--- config.mk ---
export PLATFORM = sky130hd
export DESIGN_NAME = velocity_cell_reader
export DESIGN_NICKNAME = d
export VERILOG_FILES = /design/src/rtl/md_cell_pkg.sv /design/src/rtl/vel_skid_fifo2.sv /design/src/rtl/velocity_cell_reader.sv
export SDC_FILE = /design/constraint.sdc
export NUM_CORES = 1
export LEC_CHECK = 0
export BUFFER_PORTS_ARGS = -buffer_cell sky130_fd_sc_hd__buf_2
export CAP_MARGIN = 30
export CORE_MARGIN = 3
export CORE_UTILIZATION = 48
export CTS_CLUSTER_DIAMETER = 40
export DETAILED_ROUTE_END_ITERATION = 6
export PLACE_DENSITY = 0.82
export SLEW_MARGIN = 20
export SYNTH_ARGS = -nofsm -noshare
export SYNTH_HDL_FRONTEND = slang
export SYNTH_SLANG_ARGS = --single-unit
export TNS_END_PERCENT = 100
--- constraint.sdc ---
create_clock -name clock -period 6.9 [get_ports clock]
set_input_delay 0.345 -clock clock [delete_from_list [all_inputs] [get_ports clock]]
set_output_delay 0.345 -clock clock [all_outputs]
set_load 0.005 [all_outputs]
--- src/rtl/md_cell_pkg.sv ---
// Constants shared by the velocity cell memory clients and the reader FSM state encoding.
package md_cell_pkg;
  localparam int VEL_DATA_WIDTH    = 96;
  localparam int CELL_ADDR_WIDTH   = 8;
  localparam int CELL_PARTICLE_NUM = 220;
  localparam int CELL_COUNT_ADDR   = 0;

  typedef enum logic [2:0] {
    IDLE,
    RD_CNT,
    WAIT_CNT,
    STREAM,
    DRAIN,
    DONE
  } reader_state_t;
endpackage

--- src/rtl/vel_skid_fifo2.sv ---
// Two-entry skid FIFO holding read records until the consumer takes them.
module vel_skid_fifo2 #(
  parameter int WIDTH = 104
) (
  input  logic             clock,
  input  logic             rst,
  input  logic             push,
  input  logic             pop,
  input  logic [WIDTH-1:0] push_data,
  output logic [WIDTH-1:0] head_data,
  output logic             full,
  output logic             empty
);
  logic [WIDTH-1:0] mem [2];
  logic             wr_ptr;
  logic             rd_ptr;
  logic [1:0]       occupancy;

  // A push while full is only ever paired with a pop, so the overwritten slot is the one leaving.
  always_ff @(posedge clock or posedge rst) begin
    if (rst) begin
      mem[0]    <= '0;
      mem[1]    <= '0;
      wr_ptr    <= 1'b0;
      rd_ptr    <= 1'b0;
      occupancy <= 2'd0;
    end else begin
      if (push) begin
        mem[wr_ptr] <= push_data;
        wr_ptr      <= ~wr_ptr;
      end
      if (pop) rd_ptr <= ~rd_ptr;
      case ({push, pop})
        2'b10:   occupancy <= occupancy + 2'd1;
        2'b01:   occupancy <= occupancy - 2'd1;
        default: occupancy <= occupancy;
      endcase
    end
  end

  assign head_data = mem[rd_ptr];
  assign full      = (occupancy == 2'd2);
  assign empty     = (occupancy == 2'd0);
endmodule

--- src/rtl/velocity_cell_reader.sv ---
// Reads the particle count from a velocity cell RAM, then streams records 1..count over valid/ready.
// Optional VELOCITY_READER_COUNT_CHECK_EN clamps oversized counts and raises a sticky count_err.
module velocity_cell_reader
  import md_cell_pkg::*;
#(
  parameter int DATA_WIDTH   = VEL_DATA_WIDTH,
  parameter int PARTICLE_NUM = CELL_PARTICLE_NUM,
  parameter int ADDR_WIDTH   = CELL_ADDR_WIDTH
) (
  input  logic                  clock,
  input  logic                  rst,
  input  logic                  start,
  output logic                  busy,
  output logic                  done,
  output logic [ADDR_WIDTH-1:0] particle_count,
`ifdef VELOCITY_READER_COUNT_CHECK_EN
  output logic                  count_err,
`endif
  output logic [ADDR_WIDTH-1:0] mem_address,
  output logic                  mem_rden,
  output logic                  mem_wren,
  output logic [DATA_WIDTH-1:0] mem_data,
  input  logic [DATA_WIDTH-1:0] mem_q,
  output logic                  out_valid,
  input  logic                  out_ready,
  output logic [DATA_WIDTH-1:0] out_data,
  output logic [ADDR_WIDTH-1:0] out_pid,
  output logic                  out_last
);
  localparam int FIFO_W = DATA_WIDTH + ADDR_WIDTH;

  if (PARTICLE_NUM > (1 << ADDR_WIDTH)) begin : g_depth_check
    $error("velocity_cell_reader: PARTICLE_NUM exceeds the address space");
  end

  reader_state_t         state;
  logic [ADDR_WIDTH:0]   rp;
  logic                  vld_p1;
  logic [ADDR_WIDTH-1:0] pid_p1;
  logic [ADDR_WIDTH-1:0] cnt_raw_p0;
  logic [ADDR_WIDTH-1:0] cnt_use_p0;
  logic [FIFO_W-1:0]     head;
  logic                  fifo_full;
  logic                  fifo_empty;
  logic                  pop;
  logic                  credit_ok;
  logic                  issue;

`ifdef VELOCITY_READER_COUNT_CHECK_EN
  localparam logic [ADDR_WIDTH-1:0] MAX_COUNT = ADDR_WIDTH'(PARTICLE_NUM - 1);

  function automatic logic [ADDR_WIDTH-1:0] sat_count(input logic [ADDR_WIDTH-1:0] raw);
    return (raw > MAX_COUNT) ? MAX_COUNT : raw;
  endfunction
`endif

  assign cnt_raw_p0 = mem_q[ADDR_WIDTH-1:0];
`ifdef VELOCITY_READER_COUNT_CHECK_EN
  assign cnt_use_p0 = sat_count(cnt_raw_p0);
`else
  assign cnt_use_p0 = cnt_raw_p0;
`endif

  assign mem_wren  = 1'b0;
  assign mem_data  = '0;
  assign out_valid = ~fifo_empty;
  assign {out_pid, out_data} = head;
  assign out_last  = out_valid & (out_pid == particle_count);
  assign pop       = out_valid & out_ready;

  // Credit: entries held, minus the one leaving now, plus the read in flight must leave room for one more.
  assign credit_ok = fifo_empty | (~fifo_full & ~vld_p1) | (pop & ~(fifo_full & vld_p1));
  assign issue     = (state == STREAM) & credit_ok;
  assign mem_rden  = (state == RD_CNT) | issue;
  assign mem_address = (state == STREAM) ? rp[ADDR_WIDTH-1:0] : ADDR_WIDTH'(CELL_COUNT_ADDR);

  always_ff @(posedge clock or posedge rst) begin
    if (rst) begin
      state          <= IDLE;
      busy           <= 1'b0;
      done           <= 1'b0;
      particle_count <= '0;
      rp             <= '0;
      vld_p1         <= 1'b0;
`ifdef VELOCITY_READER_COUNT_CHECK_EN
      count_err      <= 1'b0;
`endif
    end else begin
      done   <= 1'b0;
      vld_p1 <= issue;
      if (issue) rp <= rp + {{ADDR_WIDTH{1'b0}}, 1'b1};
      case (state)
        IDLE: begin
          if (start) begin
            state <= RD_CNT;
            busy  <= 1'b1;
`ifdef VELOCITY_READER_COUNT_CHECK_EN
            count_err <= 1'b0;
`endif
          end
        end
        RD_CNT: state <= WAIT_CNT;
        WAIT_CNT: begin
          particle_count <= cnt_use_p0;
          rp             <= {{ADDR_WIDTH{1'b0}}, 1'b1};
`ifdef VELOCITY_READER_COUNT_CHECK_EN
          if (cnt_raw_p0 > MAX_COUNT) count_err <= 1'b1;
`endif
          if (cnt_use_p0 == '0) begin
            state <= DONE;
            busy  <= 1'b0;
            done  <= 1'b1;
          end else begin
            state <= STREAM;
          end
        end
        STREAM: if (issue && (rp == {1'b0, particle_count})) state <= DRAIN;
        DRAIN: begin
          if (pop && out_last) begin
            state <= DONE;
            busy  <= 1'b0;
            done  <= 1'b1;
          end
        end
        DONE:    state <= IDLE;
        default: state <= IDLE;
      endcase
    end
  end

  // Stage p1: RAM data on mem_q, tagged with the address it was read from.
  always_ff @(posedge clock) begin
    if (issue) pid_p1 <= rp[ADDR_WIDTH-1:0];
  end

  vel_skid_fifo2 #(
    .WIDTH(FIFO_W)
  ) u_fifo (
    .clock    (clock),
    .rst      (rst),
    .push     (vld_p1),
    .pop      (pop),
    .push_data({pid_p1, mem_q}),
    .head_data(head),
    .full     (fifo_full),
    .empty    (fifo_empty)
  );
endmodule
; After elaboration in Yosys (flattened, before gate mapping)
; Cells that the tools add are included.
[word_totals]
ff_bits = 243
mem_count = 0
out_inout_bits = 222
wordCells = 81
rom_bits = 0
mem_bits_rw = 0
latchBits = 0
input_bits = 100
[op_classes]
shift = 0
addsub = 3
eq_ne = 13
bitwise_logic = 17
div_mod_pow = 0
reduce_logical = 11
n_mux = 22
n_lt_le_gt_ge = 3
multipliers = 0
[op_table]
columns = op, n
row1 = two-way mux 104 bit, 4
row2 = bitwise mux 208 bit, 1
row3 = demux 104 bit (select 1 bit), 1
row4 = two-way mux 9 bit, 2
row5 = one-hot mux 3 bit (5 select lines), 1
row6 = two-way mux 3 bit, 4
row7 = adder 9 x 1 -> 9 bit (second input constant), 1
row8 = equality test 9 x 8 -> 1 bit, 1
row9 = equality test 8 bit, 1
row10 = zero test 8 bit, 1
row11 = two-way mux 8 bit, 1
row12 = AND 1 bit, 6
row13 = equality test 3 x 2 -> 1 bit (second input constant), 2
row14 = inequality test 2 bit (second input constant), 3
row15 = NOT 1 bit, 6
row16 = two-way mux 1 bit, 5
row17 = equality test 2 bit (second input constant), 2
row18 = greater-or-equal comparator 2 bit (second input constant), 2
row19 = NOT 1 -> 2 bit, 2
row20 = one-hot mux 2 bit (2 select lines), 1
row21 = AND reduction 4 bit, 1
row22 = nonzero test 2 bit, 2
row23 = equality test 3 x 1 -> 1 bit (second input constant), 1
row24 = equality test 3 bit (second input constant), 1
row25 = other kinds (13), 17

; Logic depth before layout (Yosys ltp)
[depth]
ltp_word = 9
ltp_mapped = 7
mapped_depth_nobuf = 7

; Modules after synthesis
; A second synthesis with hierarchy kept.
[unflattened]
cells_unflattened = 827
area_unflattened_um2 = 11447.2
[modules_own_cells]
columns = mod, area_per_inst_um2, n_inst, cells_per_inst, seq_area_each_um2
row1 = vel_skid_fifo2, 9133.8, 1, 571, 5305.1
row2 = velocity_cell_reader, 2313.5, 1, 256, 815.8

; Worst setup path after synthesis
; No wires, ideal clock.
[synth_timing]
kind = reg-to-output
startpoint = register u_fifo.rd_ptr
endpoint = output port out_last
path_buffers = 2
setup_slack_ns = 5.051
required_ns = 6.555
stages_incl_launch_ff = 7
t_arrival_ns = 1.504
path_cell_list = dfrtp_1 > buf_6 > buf_6 > mux2_4 > xor2_1 > nor4_4 > and3_1
[synth_via]
elab_chain_len = 6
[synth_rtl]
columns = element, line
row1 = "start, declared", vel_skid_fifo2.sv:16  ; logic rd_ptr;
row2 = "start signal, assigned", vel_skid_fifo2.sv:32  ; if (pop) rd_ptr <= ~rd_ptr;
row3 = NOT 1 -> 2 bit (implied by the code), vel_skid_fifo2.sv:41  ; assign head_data = mem[rd_ptr];
row4 = two-way mux 104 bit (implied by the code) (3 in a row), vel_skid_fifo2.sv:41
row5 = via out_pid[3], velocity_cell_reader.sv:27  ; output logic [ADDR_WIDTH-1:0] out_pid,
row6 = equality test 8 bit, velocity_cell_reader.sv:68  ; assign out_last = out_valid & (out_pid == particle_count);
row7 = AND 1 bit, velocity_cell_reader.sv:68
row8 = "end, declared", velocity_cell_reader.sv:28  ; output logic out_last
; The timed path passes the listed nets, and every way through them passes these cells. The select of a mux whose other input is x is not followed.

; Worst setup path in the final report
[layout_timing]
startpoint = register u_fifo.rd_ptr
endpoint = output port out_last
[layout_via]
elab_chain_len = 6
[layout_rtl]
columns = element, line
row1 = NOT 1 -> 2 bit (implied by the code), vel_skid_fifo2.sv:41
row2 = two-way mux 104 bit (implied by the code) (3 in a row), vel_skid_fifo2.sv:41
row3 = equality test 8 bit, velocity_cell_reader.sv:68
row4 = AND 1 bit, velocity_cell_reader.sv:68
; No other way between the ends. The select of a mux whose other input is x is not followed.

==> reports/results.ini <==
[detailed_routing]
avgViaCountPerCell = 4.97
drtAntennaViolNets = 0
drt-total-wl_mm = 24.1
dr.pass1.iters = 4
first_iter_violations = 287
wl_per_cell_um = 17.5
drc = 0
num_vias = 6868

[sta]
relSlewSlack_pct = 44.2
maxSlewViolCount = 0
hold_viol = 24
clock_skew_ns = 0.0168
setup-tns-final_ns = 0
max_freq_mhz = 337
timing.final.crit_share_pct = 43.1
hold_slack_ns = -0.0176
tightest_slew_ns = 0.838
period_minus_slack_ns = 2.97
setup_viol = 0
rsz0062_at_grt = false

[grt]
met1_usage_pct = 22.6
grt_pass1_wl_mm = 38.5
use_met2_pct = 31.6
grtUsageMet3_pct = 5.24
grt_max_degree = 97
antenna_found_initial = 1
busiest_layer = met2
first_global_vias = 7216
grtUsageTotal_pct = 18.4
grt_overflow = 0

[clock_tree]
cts_sinks = 243
clk_path_buf_depth = 3
clkSlewWorstSetupHoldPaths_ns = 0.05
cts_tree = built
clkLatencyLatePin_ns = 0.49
post-cts-setup-buffers = 0
cts_hold_buf = 0
cts-buffers-inserted = 36
h-tree-depth = 2
post_cts_resize_count = 0
root_buffer = clkbuf_16

[flow_run]
drv_cap = 0

[synthesis]
synth_compound_area_share_pct = 1.12
syn_inst = 811
synth_ff_type = dfrtp_1
yosysTopAreaCell = dfrtp_1
synthAdderAreaFrac_pct = 0.219
seq_area_frac_synth_pct = 53.6
netlist_area_um2 = 11400
synth_cell_types = 41
netlist_top_cells_area = dfrtp_1 (52%), mux2_2 (31%), buf_4 (6.4%)
synth-edff-count = 8
ys_warn_count = 0
async_flop_share_pct = 96.7
ys_ff_latch = 243
netlist.area_leader.share_pct = 51.5
synth_xor_area_share_pct = 2.15
yosys.area_share.simple_pct = 3.02
avgSynthCellArea_um2 = 14.1
synth_top_family_by_area = multiplexers
muxShareOfSynthArea_pct = 31.6

[worst_setup_path]
worstPathCellList = mux2_2 > xor2_1 > nor4_2 > and3_1 > buf_2
path_class = reg2out
crit_path_start_kind = flip-flop
slowest_delay_ns = 0.75
arrival_ns = 2.63
cp-startpoint = u_fifo.rd_ptr
end_kind = primary output
rr_startpoint = u_fifo.rd_ptr
cp_slowest_cell = dfrtp_4
cp.required_ns = 6.55
path_max_fanout = 35

[layout]
fill_cells = 1848
area.growth.synth_to_final_pct = 20.2
layout.nets = 1146
n_antenna_cell = 0
drive_above_1_share_pct = 58.2

[pwr]
p_total_mw = 7.48
vdd_drop_max_uv = 300
power_density_nw_per_um2 = 545
p_leak_nw = 6.30

[status]
outcome = complete, but fails checks
violations = hold timing

[floorplanning]
core_area_um2 = 23000
dieWidth_um = 160
ios = 322
initial_core_util_pct = 49.6
die_area_um2 = 25700
die_h_um = 160
std_cell_rows = 55

[placement]
dp_hpwl_mm = 16.1
port_buffers = 224
place_congestion = 0.838

[hold_path]
min_path_type = in2async

==> logic make-up after synthesis <==
group / count (synthesis)
buf+inv: 141
xor+xnor: 28
compound gates: 17
simple gates: 59
other cells: 1
mux: 320
flops: 243
fa+ha+maj: 2
==> cells in the final DEF, fill, tap and decap left out, types with 5 or more instances in the layout <==
master / n
nand2_1: 9
buf_2: 224
xnor2_1: 13
nor2_1: 10
clkbuf_16: 37
buf_4: 6
and2_1: 9
dfrtp_1: 234
xor2_1: 15
mux2_2: 318
edfxtp_1: 8
inv_1: 5
inv_6: 5
conb_1: 97
==> stage by stage <==
step | util, % | cell area [um^2] | cells | worst slack [ns]
3_3_place_gp | 54.1 | 12400 | 1315 | 4.35
3_5_place_dp | 54.2 | 12500 | 1316 | 4.31
6_report | 59.7 | 13700 | 1381 | 3.93
2_1_floorplan | - | 11800 | 907 | 0.109
4_1_cts | 59.3 | 13600 | 1378 | 3.78
5_1_grt | 59.7 | 13700 | 1381 | 3.78
==> Yosys cell counts (2+ instances only) <==
master    count
nand4b_1      2
a221oi_1      2
nand2b_1      4
mux2_2      318
clkbuf_1     15
nor3_1        2
buf_4        98
or4_1         2
inv_1         6
and3b_1       2
nor2_1       11
xor2_1       15
ha_1          2
xnor2_1      13
and2_1        9
a21oi_1       4
mux2_4        2
buf_2        16
nor2b_1       3
nand3_1       4
nand4_1       3
dfrtp_1     235
nand2_1      10
o21ai_0       3
buf_1         4
buf_6         2
edfxtp_1      8
and3_1        3
==> worst max-delay path: cells and delay by family, from the launching register on <==
kind	cells	cell delay, ns
buffers and inverters	1	0.12
multiplexers	1	0.43
XOR/XNOR	1	0.16
flip-flops	1	0.75
AND/OR/NAND/NOR	2	0.66
==> final cells by class <==
| type | count | area (um^2) | area share, % |
|---|---|---|---|
| Clock buffer | 42 | 965 | 7.04 |
| Clock inverter | 20 | 216 | 1.58 |
| Inverter | 6 | 30.0 | 0.219 |
| Multi-Input combinational cell | 523 | 4730 | 34.5 |
| Sequential cell | 243 | 6120 | 44.7 |
| Tap cell | 313 | 392 | 2.86 |
| Timing Repair Buffer | 234 | 1250 | 9.13 |
==> registers in the layout, summed over array words and instances (netlist names) <==
register and flops:
busy 1, done 1, particle_count 8, pid_p1 8, rp 9, state 3
u_fifo.mem 208, u_fifo.occupancy 2, u_fifo.rd_ptr 1, u_fifo.wr_ptr 1, vld_p1 1
==> report_power, final <==
part	switching, mW	internal (mW)	leakage, nW
Clock	0.644	1.12	0.572
Combinational	1.27	1.79	2.88
Sequential	0.476	2.18	2.84
==> path summary, 6_finish.rpt <==
path / to / slack (ns) / cells past startpoint
setup / recovery: out_last / 3.93 / 5
hold / removal: u_fifo.mem[12] / -0.02 / 2
setup reg to reg: busy / 4.55 / 5
hold reg to reg: u_fifo.occupancy[1] / 0.48 / 1
max in group asynchronous: u_fifo.rd_ptr / 5.72 / 4
min in group clock: u_fifo.mem[126] / 0.10 / 2
==> routing by layer <==
layer | part of all wire (%) | vias up
li1 | - | 3123
met2 | 49 | 248
met5 | 0.054 | -
met3 | 7.9 | 46
met1 | 41 | 3449
met4 | 2.3 | 2
Power figures use the tool's default switching activity.
